### src/rtl/msxbus_pkg.sv
// Shared encodings for the MSX slot bus host sequencer: FSM states and bridge control levels.
package msxbus_pkg;

  typedef enum logic [1:0] {
    SEQ_IDLE = 2'd0,
    SEQ_ADDR = 2'd1,
    SEQ_DATA = 2'd2,
    SEQ_REL  = 2'd3
  } seq_state_t;

  localparam logic       RW_READ     = 1'b0;
  localparam logic       RW_WRITE    = 1'b1;
  localparam logic       MMEIO_MEM   = 1'b0;
  localparam logic       MMEIO_IO    = 1'b1;
  localparam logic       SLT_1       = 1'b0;
  localparam logic [7:0] RDATA_FLOAT = 8'hFF;

  // Saturating 4-bit increment used by the phase counters.
  function automatic logic [3:0] sat_inc4(input logic [3:0] v);
    return (v == 4'hF) ? v : v + 4'd1;
  endfunction

endpackage

### src/rtl/msxbus_host_seq_if.sv
// Host request/response handshake plus the bridge-facing two-phase bus of the sequencer.
interface msxbus_host_seq_if;
  logic        req_valid;
  logic        req_ready;
  logic [15:0] req_addr;
  logic [7:0]  req_wdata;
  logic        req_rd;
  logic        req_io;
  logic        req_slot;
  logic        rsp_valid;
  logic [7:0]  rsp_rdata;
  logic        rsp_err;
  logic        cs;
  logic        a0;
  logic        rw;
  logic        mmeio;
  logic        sltsl;
  logic [15:0] md_out;
  logic        md_oe;
  logic [15:0] md_in;
  logic        ready;

  // slave: the sequencer; master: host logic together with the bridge.
  modport slave (
    input  req_valid, req_addr, req_wdata, req_rd, req_io, req_slot, md_in, ready,
    output req_ready, rsp_valid, rsp_rdata, rsp_err,
           cs, a0, rw, mmeio, sltsl, md_out, md_oe
  );

  modport master (
    output req_valid, req_addr, req_wdata, req_rd, req_io, req_slot, md_in, ready,
    input  req_ready, rsp_valid, rsp_rdata, rsp_err,
           cs, a0, rw, mmeio, sltsl, md_out, md_oe
  );
endinterface

### src/rtl/msxbus_host_seq.sv
// MSX slot bus host sequencer: one request -> address phase, data phase, release; optional ready timeout (MSXBUS_SEQ_TIMEOUT_EN).
// Latency accept->rsp_valid: ADDR_CYCLES + max(DATA_CYCLES, ready wait) + 1 clocks.
// Backpressure: req_ready only in IDLE; rsp_valid is a one-clock pulse with no backpressure.
module msxbus_host_seq
  import msxbus_pkg::*;
#(
  parameter int ADDR_CYCLES = 1,
  parameter int DATA_CYCLES = 4,
  parameter int TIMEOUT     = 255
) (
  input  logic               clk,
  input  logic               reset_n,
  msxbus_host_seq_if.slave   bus
);

  seq_state_t  state;
  logic [3:0]  acnt;
  logic [3:0]  dcnt;
  logic [3:0]  dcnt_nxt;
  logic        rd_q;
  logic [7:0]  wdata_q;
  logic        data_done;
  logic        data_tmo;
  logic        data_exit;
  logic        unused_md_hi;

  // dcnt_nxt counts the DATA clock now ending, so exit happens on the DATA_CYCLES-th clock at the earliest.
  assign dcnt_nxt  = sat_inc4(dcnt);
  assign data_done = (dcnt_nxt >= 4'(DATA_CYCLES)) && bus.ready;
  assign data_exit = data_done || data_tmo;

  assign bus.req_ready = (state == SEQ_IDLE);
  assign unused_md_hi  = ^bus.md_in[15:8];

`ifdef MSXBUS_SEQ_TIMEOUT_EN
  logic [7:0] wcnt;
  logic [7:0] wcnt_nxt;
  logic       err_q;

  assign wcnt_nxt = wcnt + 8'd1;
  assign data_tmo = !data_done && (wcnt_nxt == 8'(TIMEOUT));
`else
  logic unused_timeout;

  assign data_tmo       = 1'b0;
  assign unused_timeout = ^TIMEOUT;
`endif

  always_ff @(posedge clk or negedge reset_n) begin
    if (!reset_n) begin
      state         <= SEQ_IDLE;
      bus.cs        <= 1'b1;
      bus.a0        <= 1'b1;
      bus.rw        <= RW_WRITE;
      bus.mmeio     <= MMEIO_IO;
      bus.sltsl     <= SLT_1;
      bus.md_oe     <= 1'b0;
      bus.md_out    <= 16'h0000;
      bus.rsp_valid <= 1'b0;
      bus.rsp_err   <= 1'b0;
      bus.rsp_rdata <= RDATA_FLOAT;
      acnt          <= 4'd0;
      dcnt          <= 4'd0;
      rd_q          <= 1'b0;
      wdata_q       <= 8'h00;
`ifdef MSXBUS_SEQ_TIMEOUT_EN
      wcnt          <= 8'd0;
      err_q         <= 1'b0;
`endif
    end else begin
      bus.rsp_valid <= 1'b0;
      bus.rsp_err   <= 1'b0;
      case (state)
        SEQ_IDLE: begin
          if (bus.req_valid) begin
            state      <= SEQ_ADDR;
            bus.cs     <= 1'b0;
            bus.a0     <= 1'b0;
            bus.md_oe  <= 1'b1;
            bus.md_out <= bus.req_addr;
            bus.rw     <= ~bus.req_rd;
            bus.mmeio  <= bus.req_io;
            bus.sltsl  <= bus.req_slot;
            rd_q       <= bus.req_rd;
            wdata_q    <= bus.req_wdata;
            acnt       <= 4'd0;
          end
        end
        SEQ_ADDR: begin
          // ready is deliberately not looked at here.
          if (acnt == 4'(ADDR_CYCLES - 1)) begin
            state      <= SEQ_DATA;
            bus.a0     <= 1'b1;
            bus.md_oe  <= ~rd_q;
            bus.md_out <= rd_q ? 16'h0000 : {8'h00, wdata_q};
            dcnt       <= 4'd0;
`ifdef MSXBUS_SEQ_TIMEOUT_EN
            wcnt       <= 8'd0;
            err_q      <= 1'b0;
`endif
          end else begin
            acnt <= acnt + 4'd1;
          end
        end
        SEQ_DATA: begin
          dcnt <= dcnt_nxt;
`ifdef MSXBUS_SEQ_TIMEOUT_EN
          wcnt <= wcnt_nxt;
`endif
          if (data_exit) begin
            state      <= SEQ_REL;
            bus.cs     <= 1'b1;
            bus.a0     <= 1'b1;
            bus.md_oe  <= 1'b0;
            bus.md_out <= 16'h0000;
            bus.rw     <= RW_WRITE;
            bus.mmeio  <= MMEIO_IO;
            bus.sltsl  <= SLT_1;
            if (data_tmo) begin
              bus.rsp_rdata <= RDATA_FLOAT;
`ifdef MSXBUS_SEQ_TIMEOUT_EN
              err_q         <= 1'b1;
`endif
            end else if (rd_q) begin
              bus.rsp_rdata <= bus.md_in[7:0];
            end
          end
        end
        SEQ_REL: begin
          state         <= SEQ_IDLE;
          bus.rsp_valid <= 1'b1;
`ifdef MSXBUS_SEQ_TIMEOUT_EN
          bus.rsp_err   <= err_q;
`endif
        end
        default: state <= SEQ_IDLE;
      endcase
    end
  end

endmodule

### src/flat_wrapper.sv
// flat-port wrapper written by rule: the top's interface ports become plain ports
module msxbus_host_seq_flat import msxbus_pkg::*;
#(
  parameter int ADDR_CYCLES = 1,
  parameter int DATA_CYCLES = 4,
  parameter int TIMEOUT     = 255
)
  (clk, reset_n, bus_req_valid, bus_req_addr, bus_req_wdata, bus_req_rd, bus_req_io, bus_req_slot, bus_md_in, bus_ready, bus_req_ready, bus_rsp_valid, bus_rsp_rdata, bus_rsp_err, bus_cs, bus_a0, bus_rw, bus_mmeio, bus_sltsl, bus_md_out, bus_md_oe);
  msxbus_host_seq_if bus_i ();
  input  logic clk;
  input  logic reset_n;
  input wire logic [$bits(bus_i.req_valid)-1:0] bus_req_valid;
  input wire logic [$bits(bus_i.req_addr)-1:0] bus_req_addr;
  input wire logic [$bits(bus_i.req_wdata)-1:0] bus_req_wdata;
  input wire logic [$bits(bus_i.req_rd)-1:0] bus_req_rd;
  input wire logic [$bits(bus_i.req_io)-1:0] bus_req_io;
  input wire logic [$bits(bus_i.req_slot)-1:0] bus_req_slot;
  input wire logic [$bits(bus_i.md_in)-1:0] bus_md_in;
  input wire logic [$bits(bus_i.ready)-1:0] bus_ready;
  output wire logic [$bits(bus_i.req_ready)-1:0] bus_req_ready;
  output wire logic [$bits(bus_i.rsp_valid)-1:0] bus_rsp_valid;
  output wire logic [$bits(bus_i.rsp_rdata)-1:0] bus_rsp_rdata;
  output wire logic [$bits(bus_i.rsp_err)-1:0] bus_rsp_err;
  output wire logic [$bits(bus_i.cs)-1:0] bus_cs;
  output wire logic [$bits(bus_i.a0)-1:0] bus_a0;
  output wire logic [$bits(bus_i.rw)-1:0] bus_rw;
  output wire logic [$bits(bus_i.mmeio)-1:0] bus_mmeio;
  output wire logic [$bits(bus_i.sltsl)-1:0] bus_sltsl;
  output wire logic [$bits(bus_i.md_out)-1:0] bus_md_out;
  output wire logic [$bits(bus_i.md_oe)-1:0] bus_md_oe;
  assign bus_i.req_valid = bus_req_valid;
  assign bus_i.req_addr = bus_req_addr;
  assign bus_i.req_wdata = bus_req_wdata;
  assign bus_i.req_rd = bus_req_rd;
  assign bus_i.req_io = bus_req_io;
  assign bus_i.req_slot = bus_req_slot;
  assign bus_i.md_in = bus_md_in;
  assign bus_i.ready = bus_ready;
  assign bus_req_ready = bus_i.req_ready;
  assign bus_rsp_valid = bus_i.rsp_valid;
  assign bus_rsp_rdata = bus_i.rsp_rdata;
  assign bus_rsp_err = bus_i.rsp_err;
  assign bus_cs = bus_i.cs;
  assign bus_a0 = bus_i.a0;
  assign bus_rw = bus_i.rw;
  assign bus_mmeio = bus_i.mmeio;
  assign bus_sltsl = bus_i.sltsl;
  assign bus_md_out = bus_i.md_out;
  assign bus_md_oe = bus_i.md_oe;
  msxbus_host_seq #(.ADDR_CYCLES(ADDR_CYCLES), .DATA_CYCLES(DATA_CYCLES), .TIMEOUT(TIMEOUT)) u_core (.clk(clk), .reset_n(reset_n), .bus(bus_i));
endmodule
### config.mk
export PLATFORM = sky130hd
export DESIGN_NAME = msxbus_host_seq_flat
export DESIGN_NICKNAME = d
export VERILOG_FILES = /design/src/rtl/msxbus_pkg.sv /design/src/rtl/msxbus_host_seq_if.sv /design/src/rtl/msxbus_host_seq.sv /design/src/flat_wrapper.sv
export SDC_FILE = /design/constraint.sdc
export NUM_CORES = 1
export LEC_CHECK = 0
export BUFFER_PORTS_ARGS = -buffer_cell sky130_fd_sc_hd__buf_4
export CAP_MARGIN = 15
export CORE_MARGIN = 2
export CORE_UTILIZATION = 45
export DETAILED_ROUTE_END_ITERATION = 8
export GPL_TIMING_DRIVEN = 0
export PLACE_DENSITY = 0.72
export SLEW_MARGIN = 10
export SYNTH_ARGS = -nofsm -noshare
export SYNTH_HDL_FRONTEND = slang
export SYNTH_SLANG_ARGS = --single-unit
export TNS_END_PERCENT = 5
### constraint.sdc
create_clock -name clk -period 2.9 [get_ports clk]
set_clock_uncertainty 0.1 [all_clocks]
set_input_delay 0.29 -clock clk [delete_from_list [all_inputs] [get_ports clk]]
set_output_delay 0.29 -clock clk [all_outputs]
set_load 0.02 [all_outputs]
==> flow_summary.yaml <==
timing:
  rsz0062_at_grt: "false"
  hold_ws_ns: 0.0258
  finalWorstSetupSlack_ns: 0.330
  setup_violations: 0
  hold_viol: 0
  timing.slew.headroom: 0.279
  finalMaxSlewViolations: 0
  tns_ns: 0
  timing.final.crit_share: 0.886
  worst_pin_slew_ns: 1.07
  layout_min_cycle_time_ns: 2.57
  timing.fmax_ghz: 0.389
final_layout:
  layout_commonest_cell: "buf_4"
  regArea_um2: 1270
  final_cell_mix: "buf_4, dfrtp_1, mux2_2"
  area_growth_pct: 29.5
  antenna_cells: 0
  fill_cells: 447
  final_nets: 337
  multi_input_area_um2: 1040
  drive_above_1_share: 0.454
logic_synthesis:
  synth.avg_cell_area_um2: 11.9
  synthFlopType: "dfrtp_1"
  yosysUniqueCellTypes: 47
  yosys.area.top_type: "dfrtp_1"
  synthCells: 205
  syn_area_um2: 2430
  synthArstFlopShare: 1.00
  synth_area_leaders: "dfrtp_1, dfstp_2, mux2_2"
  ys_seq_area_frac: 0.520
  synth-seq-cells: 50
  yosysTopAreaCellShare: 0.391
  synth_edf_count: 0
  ys_warn_count: 0
  syn_nets: 259
floorplanning:
  io_pins: 80
  rows: 26
  initial_utilization: 0.471
  dieArea_um2: 6010
  core-area_um2: 5170
  fp.dieW_um: 77.6
  die_y_um: 77.6
pwr:
  p_sw_mw: 1.42
  clockPowerShare: 0.118
  ir_drop_v: 0.000546
  leakage_nw: 1.51
  power_density_nw_per_um2: 1150
  sw_frac_of_total: 0.393
  p_int_mw: 2.19
  seqPwrFrac: 0.342
  comb_power_share: 0.540
worst_hold_path:
  min_to: "u_core.bus.rw"
  holdCritStartpoint: "bus_req_rd"
  whs_path_depth: 2
  hold_class: "in -> reg"
global_routing:
  grt_pass1_vias: 1888
  grt_usage: 0.183
  antenna_found_initial: 0
  grt_pass1_wl_um: 8780
  grt_max_degree: 51
  grt-ovfl-total: 0
detailed_routing:
  drtAntennaViolNets: 0
  drt_iter0_markers: 59
  drc: 0
  vias_per_cell: 5.19
  finalWirelength_um: 5130
  dr.pass1.iters: 4
  vias: 1836
  routedWlPerCell_um: 14.5
critical_path:
  crit_fanout: 10
  cp.arrival_ns: 2.72
  crit_type: "reg -> reg"
  r2r_cells: 6
  r2r-end: "u_core.bus.md_out[5]"
  endpoint_kind: "register"
  r2r_slack_ns: 0.33
  required_ns: 3.05
  startpoint_type: "register"
  r2r-start: "u_core.state[0]"
outcome:
  outcome: "finished clean"
cts:
  post_cts_resize_count: 0
  numCtsBuffers: 5
  cts-root-buf: "clkbuf_8"
  h-tree-depth: 2
  cts.sink_count: 50
  cts_buffer_depth: 2
  clk_pin_slew_ns: 0.09
  cts_tree: "yes"
  clk_latency_ns: 0.30
  post_cts_buffers: 0
placement:
  dp_slack_ns: 0.336
  hpwl_um: 3630
  io_buffers: 70
  place.gp.congestion: 0.774
run:
  drv_cap: 0
==> sequential cells by signal, indices dropped and copies added, names as in the netlist <==
signal,flops
u_core.bus.rsp_valid,1
u_core.state,2
u_core.bus.mmeio,1
u_core.bus.rw,1
u_core.bus.rsp_rdata,8
u_core.wdata_q,8
u_core.rd_q,1
u_core.bus.sltsl,1
u_core.bus.a0,1
u_core.bus.cs,1
u_core.dcnt,4
u_core.bus.md_oe,1
u_core.acnt,4
u_core.bus.md_out,16
==> logic make-up after synthesis <==
group | synth area share
flops | 0.520
compound gates | 0.150
simple gates | 0.0807
mux | 0.159
buf+inv | 0.0534
fa+ha+maj | 0.0360
other cells | 0.00154
==> final cells by class <==
type,instances,area share
buffer,8,0.0151
clock buffer,7,0.0274
clock inverter,1,0.00278
inverter,22,0.0262
multi-input combinational,125,0.329
sequential,50,0.402
tap,70,0.0278
timing repair buffer,71,0.170
==> cell usage after synthesis (2+ instances only) <==
| cell | number |
|---|---|
| a21oi_1 | 4 |
| nor2_1 | 6 |
| a22oi_1 | 3 |
| inv_1 | 21 |
| dfstp_2 | 12 |
| mux2_4 | 3 |
| o32ai_1 | 7 |
| nand2b_1 | 3 |
| dfrtp_1 | 38 |
| nand3_1 | 2 |
| mux2i_1 | 6 |
| clkbuf_1 | 3 |
| buf_2 | 2 |
| nor2b_1 | 2 |
| ha_1 | 7 |
| mux2_2 | 25 |
| a22o_1 | 9 |
| nand2_1 | 10 |
| nor3_1 | 6 |
| o21ai_0 | 9 |
==> how the worst max path moves through the flow <==
stage	to	from	depth (start not counted)	slack, ns
finish	u_core.bus.md_out[5]	u_core.state[0]	6	0.33
global route	u_core.bus.md_out[5]	u_core.state[1]	6	0.1
CTS	u_core.bus.md_out[5]	u_core.state[0]	6	0.32
detailed placement	u_core.bus.md_out[5]	u_core.state[0]	6	0.34
global placement	u_core.bus.md_out[4]	u_core.state[0]	6	0.40
floorplan	u_core.bus.md_oe	u_core.acnt[0]	7	0.71
==> metal layers <==
metal  track usage  wire, um  vias up
li1              -         -      890
met1         0.230      2320      884
met2         0.297      2410       54
met3        0.0581       324        8
met4        0.0661        81        0
met5             0         0        -
==> stage by stage <==
step | power (mW) | utilization | instance area, um^2 | std cells
final | 3.62 | 0.610 | 3150 | 354
after global routing | 3.88 | 0.610 | 3150 | 354
after CTS | 3.66 | 0.610 | 3150 | 354
after detailed placement | 3.22 | 0.589 | 3050 | 345
after global placement | 3.17 | 0.589 | 3050 | 345
after floorplan | 2.60 | - | 2430 | 205
==> critical path, stage by stage (launching register included) <==
cell,delay (ns)
dfrtp_1,0.40
inv_1,0.07
ha_1,0.36
clkinv_1,0.28
nor3_1,0.90
a22o_1,0.25
mux2_2,0.15
==> power by group through the flow <==
| stage | registers [mW] | logic, mW | clock network [mW] |
|---|---|---|---|
| after floorplan | 1.44 | 1.15 | 0 |
| after global placement | 1.24 | 1.93 | 0 |
| after detailed placement | 1.25 | 1.97 | 0 |
| after CTS | 1.24 | 1.98 | 0.447 |
| after global routing | 1.28 | 2.13 | 0.467 |
| final | 1.24 | 1.95 | 0.427 |
==> timing repair <==
action / 4_1_cts / 5_1_grt
setup endpoints to repair: 0 / 0
endpoints found under the hold margin: 38 / 0
hold buffers: 1 / 0
No activity file was read; power rests on OpenSTA's default activity.
